**src/rtl/sram_mem_controller.sv**
```systemverilog
// rtl/sram_mem_controller.sv - 32-bit MEM-stage access split into two 16-bit SRAM transfers (optional SRAM_ACCESS_CNT_EN access counters)
`timescale 1ns/1ps
module sram_mem_controller #(
   parameter logic [31:0] BASE_ADDR   = 32'd1024,
   parameter int unsigned WAIT_CYCLES = 2
) (
   input  logic        clk,
   input  logic        rst,
   input  logic        rd_en,
   input  logic        wr_en,
   input  logic [31:0] address,
   input  logic [31:0] write_data,
   output logic [31:0] read_data,
   output logic        ready,
   output logic [17:0] sram_addr,
   output logic [15:0] sram_dq_out,
   input  logic [15:0] sram_dq_in,
   output logic        sram_dq_oe,
   output logic        sram_we_n
`ifdef SRAM_ACCESS_CNT_EN
   ,
   output logic [15:0] rd_count,
   output logic [15:0] wr_count
`endif
);

   typedef enum logic [1:0] {
      IDLE = 2'd0,
      LOW  = 2'd1,
      HIGH = 2'd2,
      DONE = 2'd3
   } state_t;

   localparam logic [3:0] LAST = 4'(WAIT_CYCLES - 1);

   state_t      state_q, state_d;
   logic [3:0]  cnt_q, cnt_d;
   logic        is_wr_q, is_wr_d;
   logic [16:0] offset_q, offset_d;
   logic [31:0] wdata_q, wdata_d;
   logic [15:0] rdlo_q, rdlo_d;
   logic [31:0] rdata_q, rdata_d;
   logic [18:0] off19;
   logic        phase_end;
   logic        unused_bits;

   // Only offset bits [18:2] reach the SRAM, so a 19-bit subtraction gives the same wrap/alias behaviour.
   assign off19       = {address[18:2], 2'b00} - BASE_ADDR[18:0];
   assign unused_bits = ^{address[31:19], address[1:0], off19[1:0]};
   assign phase_end   = (cnt_q == LAST);
   assign read_data   = rdata_q;

   always_ff @(posedge clk) begin
      if (rst) begin
         state_q  <= IDLE;
         cnt_q    <= 4'd0;
         is_wr_q  <= 1'b0;
         offset_q <= 17'd0;
         wdata_q  <= 32'd0;
         rdlo_q   <= 16'd0;
         rdata_q  <= 32'd0;
      end else begin
         state_q  <= state_d;
         cnt_q    <= cnt_d;
         is_wr_q  <= is_wr_d;
         offset_q <= offset_d;
         wdata_q  <= wdata_d;
         rdlo_q   <= rdlo_d;
         rdata_q  <= rdata_d;
      end
   end

   always_comb begin
      state_d     = state_q;
      cnt_d       = cnt_q;
      is_wr_d     = is_wr_q;
      offset_d    = offset_q;
      wdata_d     = wdata_q;
      rdlo_d      = rdlo_q;
      rdata_d     = rdata_q;
      ready       = 1'b0;
      sram_addr   = 18'd0;
      sram_dq_out = 16'd0;
      sram_dq_oe  = 1'b0;
      sram_we_n   = 1'b1;
      case (state_q)
         IDLE: begin
            ready = !rd_en && !wr_en;
            if (rd_en || wr_en) begin
               is_wr_d  = wr_en;
               offset_d = off19[18:2];
               wdata_d  = write_data;
               cnt_d    = 4'd0;
               state_d  = LOW;
            end
         end
         LOW: begin
            sram_addr = {offset_q, 1'b0};
            if (is_wr_q) begin
               sram_dq_out = wdata_q[15:0];
               sram_dq_oe  = 1'b1;
               sram_we_n   = 1'b0;
            end else if (phase_end) begin
               rdlo_d = sram_dq_in;
            end
            if (phase_end) begin
               cnt_d   = 4'd0;
               state_d = HIGH;
            end else begin
               cnt_d = cnt_q + 4'd1;
            end
         end
         HIGH: begin
            sram_addr = {offset_q, 1'b1};
            if (is_wr_q) begin
               sram_dq_out = wdata_q[31:16];
               sram_dq_oe  = 1'b1;
               sram_we_n   = 1'b0;
            end else if (phase_end) begin
               // Publish the whole word at once so read_data never shows a half-updated value.
               rdata_d = {sram_dq_in, rdlo_q};
            end
            if (phase_end) begin
               cnt_d   = 4'd0;
               state_d = DONE;
            end else begin
               cnt_d = cnt_q + 4'd1;
            end
         end
         DONE: begin
            ready   = 1'b1;
            state_d = IDLE;
         end
         default: state_d = IDLE;
      endcase
   end

`ifdef SRAM_ACCESS_CNT_EN
   logic [15:0] rd_count_q, wr_count_q;

   always_ff @(posedge clk) begin
      if (rst) begin
         rd_count_q <= 16'd0;
         wr_count_q <= 16'd0;
      end else if (state_q == DONE) begin
         if (is_wr_q) begin
            if (wr_count_q != 16'hFFFF) wr_count_q <= wr_count_q + 16'd1;
         end else begin
            if (rd_count_q != 16'hFFFF) rd_count_q <= rd_count_q + 16'd1;
         end
      end
   end

   assign rd_count = rd_count_q;
   assign wr_count = wr_count_q;
`endif

endmodule

```
**config.mk**
```make
export PLATFORM = sky130hd
export DESIGN_NAME = sram_mem_controller
export DESIGN_NICKNAME = d
export VERILOG_FILES = /design/src/rtl/sram_mem_controller.sv
export SDC_FILE = /design/constraint.sdc
export NUM_CORES = 1
export LEC_CHECK = 0
export CAP_MARGIN = 20
export CORE_MARGIN = 3
export CORE_UTILIZATION = 46
export CTS_BUF_LIST = sky130_fd_sc_hd__clkbuf_8 sky130_fd_sc_hd__clkbuf_16
export CTS_CLUSTER_DIAMETER = 100
export DETAILED_ROUTE_END_ITERATION = 6
export PLACE_DENSITY = 0.81
export SLEW_MARGIN = 20
export SYNTH_ARGS = -nofsm -noshare
export SYNTH_HDL_FRONTEND = slang
export SYNTH_SLANG_ARGS = --single-unit
```
**constraint.sdc**
```tcl
create_clock -name clk -period 2.3 [get_ports clk]
set_clock_uncertainty 0.1 [all_clocks]
set_input_delay 0.345 -clock clk [delete_from_list [all_inputs] [get_ports clk]]
set_output_delay 0.345 -clock clk [all_outputs]
set_load 0.02 [all_outputs]
```
==> results of run 1 <==
[path summary, 6_finish.rpt]
path	start	end	slack, ns	cells past startpoint
setup / recovery	state_q[0]$_SDFFE_PP0P_	sram_addr[15]	0.06	5
hold / removal	wdata_q[2]$_SDFFE_PP0P_	wdata_q[2]$_SDFFE_PP0P_	0.36	2
setup reg to reg	cnt_q[0]$_SDFFE_PP0P_	read_data[9]$_SDFFE_PP0P_	0.22	5
hold reg to reg	wdata_q[2]$_SDFFE_PP0P_	wdata_q[2]$_SDFFE_PP0P_	0.36	2
[final cells by class]
type	instances	share of cell area (%)
Clock buffer	9	2.01
Multi-Input combinational cell	361	36.8
Inverter	7	0.427
Clock inverter	6	0.752
Tap cell	129	2.62
Timing Repair Buffer	158	23.5
Sequential cell	104	33.8
[power by group through the flow]
| stage | Sequential (mW) | Combinational [mW] | Clock [mW] |
|---|---|---|---|
| 2_1_floorplan | 2.23 | 1.32 | 0 |
| 3_3_place_gp | 2.25 | 2.00 | 0 |
| 3_5_place_dp | 2.26 | 2.07 | 0 |
| 4_1_cts | 2.22 | 2.11 | 1.05 |
| 5_1_grt | 2.26 | 2.33 | 1.11 |
| 6_report | 2.23 | 2.11 | 1.02 |
[cell families (layout without fill, tap and decap cells)]
family	count (synthesis)	count (layout)	synth area share [%]
XOR/XNOR	2	2	0.386
AND/OR/NAND/NOR	219	220	24.4
adder cells (fa/ha/maj)	8	8	2.20
flip-flops	104	104	45.8
AO/OA/AOI/OAI	82	82	11.1
multiplexers	49	49	10.8
buffers and inverters	47	180	5.26
[per-stage QoR]
stage / TNS (ns) / instance area (µm²)
2_1_floorplan: 0 / 4540
3_3_place_gp: 0 / 6080
3_5_place_dp: -0.0461 / 6080
4_1_cts: -0.00496 / 6260
5_1_grt: -0.0614 / 6150
6_report: 0 / 6150
[state kept, by name (all words and copies together) (netlist names)]
signal / flops
rdlo_q: 16
is_wr_q: 1
read_data: 32
offset_q: 17
state_q: 2
wdata_q: 32
cnt_q: 4
[cell usage after synthesis, types with 3 or more instances]
cell      instances  area share, %
a211oi_1         10            1.7
a21oi_1          43            4.7
a22oi_1          16            2.6
a311oi_1          3           0.58
and3_1           17            2.3
and4_1            3           0.58
buf_12            3            1.3
clkbuf_1         31            2.6
dfxtp_1         104             46
ha_1              8            2.2
inv_1             7           0.58
mux2i_1          49             11
nand2_1          83            6.9
nand2b_1         67            9.2
nor2_1           29            2.4
nor3b_1           3           0.50
nor4_1            4           0.55
o21ai_0           3           0.33
[layer usage]
| metal | track usage, % | vias up | share of wire (%) |
|---|---|---|---|
| met2 | 36.2 | 118 | 49 |
| met3 | 6.37 | 13 | 7.2 |
| met4 | 6.56 | 0 | 1.3 |
| met5 | 0 | - | 0 |
| met1 | 22.4 | 1869 | 43 |
| li1 | - | 1986 | - |
[timing repair]
action,4_1_cts,5_1_grt
pin swaps,1,0
cloned,1,0
hold buffers,0,0
endpoints found under the setup margin,36,35
resized for setup,66,53
[worst min-delay path: stages, from the launching register on]
cell	delay [ns]
dfxtp_1	0.32
nand2_1	0.05
a21oi_1	0.05
==> key figures, run 1 <==
Pwr
  – Net Switching: slightly above 2 mW
  – Flop pwr share: about two fifths
  – Share of total power in the clock network: approximately a fifth
  – Peak supply drop: ~0.47 mV
  – Int Power: around 3.3 mW
  – Total power: 5.36 mW
  – Switching Share: between 30% and 40%
  – Power per Cell Area: just under 900 mW/mm²
  – Static Leakage: 2.56 nW
  – Part of the total power dissipated in combinational logic: 39.4%

Worst setup path
  – Category of the worst setup path launch point: flip-flop
  – Ordered list of cells on the worst path: inv_1 -> ha_2 -> or2_4 -> and3_1 -> clkdlybuf4s15_1
  – Buf/Inv on CP: 2
  – CP Class: flip-flop to primary output
  – Worst Setup End Kind: primary output
  – Crit-path slowest cell: dfxtp_2
  – Peak fanout along the critical path: 9
  – Cell family with most CP delay: simple AND/OR/NAND/NOR gates
  – Crit path required time: around 1.9 ns
  – Max incr delay on CP: roughly 0.36 ns
  – Signal arrival time at the worst endpoint: approximately 1.8 ns

CTS
  – Number of buffers created by CTS: 9
  – TritonCTS clock tree: yes
  – Clock insertion delay at the later pin of the skew report: around 0.36 ns
  – # clock sinks: 104
  – Root buffer selected by CTS: clkbuf_8
  – Post-CTS setup-driven buffer insertion count: 0
  – Clock transition time at the flip-flop clock pins of the worst setup and hold paths: roughly 0.10 ns
  – Largest buffer count on any clock path: 2
  – Number of H-tree branching levels: 3

Finish
  – Filler instances: between 800 and 900
  – Multi-input combinational cell area: around 0.0023 mm²
  – Area Growth Syn to Fin: 35.5%
  – Final Core Density: 65.4%
  – N_diodes: 0
  – Net count, final: approximately 730
  – Highest-count cells in the layout ignoring fill and taps: dfxtp_1, clkdlybuf4s50_1, nand2_1
  – Commonest non-fill, non-tap cell in the layout: dfxtp_1
  – Fraction of final layout cells with drive strength greater than 1: about an eighth
  – Non-filler instance count after layout: 774
  – Total area of sequential cells: 0.00208 mm²

Placement
  – Placed wire-length estimate after detailed placement: around 8000 µm
  – Total instance count after detailed placement: around 760
  – Worst setup slack before clock tree synthesis: -0.0225 ns
  – Final RePlAce weighted congestion: 0.802
  – Buffers on Ports: between 100 and 150

Global routing
  – Pin count of the biggest net entering global routing: between 40 and 50
  – Total overflow reported by the global router: 0
  – Global router's overall resource usage: between 20% and 30%
  – Antenna violations before repair: 0
  – Number of global-route vias before repair: between 4000 and 5000
  – Wire length of the first global-routing pass: between 15000 and 20000 µm

Synthesis
  – Number of flip-flops and latches in the synthesized netlist: around 100
  – Mean instance size in the synthesized netlist: between 8 and 9 µm²
  – Number of enable-type register cells in the synthesized netlist: 0
  – Net count after synthesis: around 600
  – Flip-flop cell with the highest count after synthesis: dfxtp_1
  – Number of distinct library cells after synthesis: 38
  – Gate count of the mapped netlist: about 510
  – Netlist Area Pre-Place: ~0.0045 mm²
  – Portion of the post-synthesis area used by sequential elements: 45.8%
  – Number of warning messages in the yosys log: 0
  – Fraction of synthesis flops using an asynchronous set or reset pin: 0%

STA
  – Hold slack final: roughly 0.36 ns
  – Unrepaired setup endpoints after global routing: yes
  – Headroom to the max-slew limit: ~55%
  – Total count of max-transition violations in the final report: 0
  – Slew at the pin closest to its max-slew limit: 0.668 ns
  – Highest achievable clock rate: 447 MHz
  – Post-route minimum period: around 2.2 ns
  – Final setup viols: 0
  – Final worst-path cycle share: 97.3%
  – Hold violation total from the final report: 0
  – Minimum setup slack in the final design: slightly above 0.06 ns

Detailed routing
  – Total length of routed wires: between 10000 and 15000 µm
  – First-pass DRT Iterations: 4
  – Via count: approximately 4000
  – Wirelength per Cell: 14.6 µm
  – Initial DRC count: between 100 and 150
  – Number of routed nets with antenna violations: 0
  – Via count normalized by instance count: 5.15
  – Remaining DRCs: 0

Run
  – Number of maximum-capacitance constraint violations: 0

Floorplanning
  – Die area: roughly 0.011 mm²
  – Effective utilization at floorplan: between 40 and 50%
  – Die boundary height: 105 µm
  – # IOs: around 150
  – Row count: 35
  – Core Region: 0.00942 mm²
  – Width of the die: 105 µm

Hold path
  – Hold WC Path Type: flip-flop to flip-flop

Status
  – Status: complete, no violations
No activity file was read; power rests on OpenSTA's default activity.
==> inputs of run 2 (changes only) <==
--- a/config.mk
+++ b/config.mk
@@ -7,11 +7,11 @@
 export LEC_CHECK = 0
 export CAP_MARGIN = 20
 export CORE_MARGIN = 3
-export CORE_UTILIZATION = 46
-export CTS_BUF_LIST = sky130_fd_sc_hd__clkbuf_8 sky130_fd_sc_hd__clkbuf_16
+export CORE_UTILIZATION = 47
+export CTS_BUF_LIST = sky130_fd_sc_hd__clkbuf_4 sky130_fd_sc_hd__clkbuf_8
 export CTS_CLUSTER_DIAMETER = 100
 export DETAILED_ROUTE_END_ITERATION = 6
-export PLACE_DENSITY = 0.81
+export PLACE_DENSITY = 0.82
 export SLEW_MARGIN = 20
 export SYNTH_ARGS = -nofsm -noshare
 export SYNTH_HDL_FRONTEND = slang
==> run 2 against run 1 <==
Critical path depth did not move. Worst setup slack improved by 0.0018 ns. Fmax barely moved. Cell count fell by 0.39%.
==> key figures, run 2 (synthesized netlist as in run 1, its figures left out) <==
Status
  – Status: complete, no violations

Worst setup path
  – Crit-path slowest cell: ha_1
  – Crit path required time: 1.86 ns (about the same)
  – Category of the worst setup path launch point: flip-flop
  – Signal arrival time at the worst endpoint: 1.79 ns (about the same)
  – Ordered list of cells on the worst path: inv_1 -> ha_1 -> buf_12 -> and3_1 -> clkdlybuf4s15_2
  – CP startpoint: state_q[0]$_SDFFE_PP0P_
  – CP Class: flip-flop to primary output
  – Max incr delay on CP: 0.37 ns (about the same)
  – Peak fanout along the critical path: 26 (+17)
  – Worst Setup End Kind: primary output
  – Launch instance of the worst register-to-register path: cnt_q[0]$_SDFFE_PP0P_

Detailed routing
  – Number of routed nets with antenna violations: 0 (unchanged)
  – Total length of routed wires: 10900 µm (-4.0%)
  – Remaining DRCs: 0 (unchanged)
  – Met3 WL post-DR: 873 µm (+6.3%)
  – Via count: 3983 (-0.075%)
  – Total length of routed met2 wires: 5320 µm (-3.7%)
  – Routed metal-1 wirelength: 4470 µm (-7.4%)
  – Initial DRC count: 210 (+48%)
  – Wirelength per Cell: 14.1 µm (-3.6%)
  – Highest routing layer actually used: met4
  – First-pass DRT Iterations: 4 (unchanged)
  – Via count normalized by instance count: 5.17 (+0.31%)

Floorplanning
  – Die boundary height: 104 µm (-1.0%)
  – # IOs: 153 (unchanged)
  – Core Region: 0.00933 mm² (-0.93%)
  – Width of the die: 104 µm (-1.0%)
  – Row count: 35 (unchanged)
  – Effective utilization at floorplan: 48.7% (+0.45 points)
  – Die area: 0.0109 mm² (-2.0%)

Hold path
  – Hold WC Path Type: flip-flop to flip-flop
  – Min-delay src: wdata_q[24]$_SDFFE_PP0P_

Placement
  – Buffers on Ports: 137 (unchanged)
  – Placed wire-length estimate after detailed placement: 7450 µm (-6.6%)
  – Total instance count after detailed placement: 754 (-0.53%)
  – Final RePlAce weighted congestion: 0.781 (-2.6%)

Pwr
  – Power per Cell Area: 879 mW/mm² (+0.90%)
  – Static Leakage: 2.56 nW (-0.22%)
  – Peak supply drop: 0.522 mV (+12%)

Global routing
  – Global router's overall resource usage: 20.0% (-0.13 points)
  – Total overflow reported by the global router: 0 (unchanged)
  – Number of global-route vias before repair: 3970 (-2.0%)
  – Wire length of the first global-routing pass: 18300 µm (-1.7%)
  – Pin count of the biggest net entering global routing: 123 (+160%)
  – Antenna violations before repair: 0 (unchanged)

Finish
  – Area Growth Syn to Fin: 35.0%
  – Multi-input combinational cell area: 0.00225 mm² (-0.55%)
  – Commonest non-fill, non-tap cell in the layout: dfxtp_1
  – Total area of sequential cells: 0.00208 mm² (about the same)
  – Filler instances: 807 (-0.86%)
  – Non-filler instance count after layout: 771 (-0.39%)
  – N_diodes: 0 (unchanged)
  – Net count, final: 729 (-0.55%)
  – Fraction of final layout cells with drive strength greater than 1: 12.3% (-0.25 points)
  – Highest-count cells in the layout ignoring fill and taps: dfxtp_1, clkdlybuf4s50_1, nand2_1

CTS
  – Clock transition time at the flip-flop clock pins of the worst setup and hold paths: 0.10 ns (about the same)
  – Post-CTS setup-driven buffer insertion count: 0 (unchanged)
  – Largest buffer count on any clock path: 2 (unchanged)
  – # clock sinks: 104 (unchanged)
  – Number of H-tree branching levels: 3 (unchanged)
  – TritonCTS clock tree: yes
  – Number of buffers created by CTS: 9 (unchanged)
  – Number of buffers added to fix hold violations after cts: 0 (unchanged)
  – Root buffer selected by CTS: clkbuf_8
  – Clock insertion delay at the later pin of the skew report: 0.36 ns (about the same)

STA
  – Total count of max-transition violations in the final report: 0 (unchanged)
  – Final setup viols: 0 (unchanged)
  – Hold violation total from the final report: 0 (unchanged)
  – Post-route minimum period: 2.24 ns (-0.00181 ns)
  – Unrepaired setup endpoints after global routing: yes
  – Hold slack final: 0.360 ns (-0.00342 ns)
  – Final worst-path cycle share: 97.2% (about the same)
  – Headroom to the max-slew limit: 58.4% (+3.0 points)
  – Slew at the pin closest to its max-slew limit: 0.623 ns (-0.0453 ns)
  – Highest achievable clock rate: 447 MHz (about the same)

Run
  – Number of maximum-capacitance constraint violations: 0 (unchanged)
## run 2: through the flow
stage / setup WS [ns] / total power [mW] / utilization, % / setup TNS [ns] / instance area, µm²
after floorplan: 0.0684 / 3.56 / - / 0 / 4540
after global placement: 0.0426 / 4.24 / 64.9 / 0 / 6060
after detailed placement: -0.00377 / 4.31 / 64.9 / -0.00377 / 6060
after CTS: 0.000365 / 5.39 / 67.0 / 0 / 6250
after global routing: -0.0227 / 5.73 / 65.7 / -0.0493 / 6130
final: 0.0635 / 5.39 / 65.7 / 0 / 6130
## run 2: repair_timing
item	4_1_cts	5_1_grt
pin swaps	1	0
endpoints found under the hold margin	0	0
gates resized for setup	67	52
cloned	1	0
setup endpoints to repair	36	34
## run 2: layer usage
metal,vias up,track usage (%)
li1,1980,-
met1,1838,24.0
met2,146,34.0
met3,19,5.46
met4,0,7.60
met5,-,0
## run 2: cell type report
| cell class | instances | area share, % |
|---|---|---|
| multi-input combinational | 361 | 36.7 |
| sequential | 104 | 34.0 |
| timing repair buffer | 154 | 23.3 |
| tap | 129 | 2.63 |
| clock buffer | 11 | 2.26 |
| clock inverter | 5 | 0.653 |
| inverter | 7 | 0.428 |
## run 2: report_power, final
group	leakage [nW]	total, mW	internal [mW]	switching (mW)
combinational	1.62	2.12	0.885	1.23
clock	0.0887	1.05	0.428	0.618
sequential	0.849	2.23	2.08	0.150
total	2.56	5.39	3.39	2.00
## run 2: critical path, delay by kind of cell, from the launching register on
| family | cells | cell delay (ns) |
|---|---|---|
| flops | 1 | 0.36 |
| fa+ha+maj | 1 | 0.37 |
| buf+inv | 3 | 0.52 |
| simple gates | 1 | 0.18 |
## run 2: final timing paths
kind	end	slack, ns	cells after the start
min	wdata_q[24]$_SDFFE_PP0P_	0.36	2
max	sram_addr[17]	0.06	5
max reg2reg	read_data[27]$_SDFFE_PP0P_	0.28	5
min reg2reg	wdata_q[24]$_SDFFE_PP0P_	0.36	2
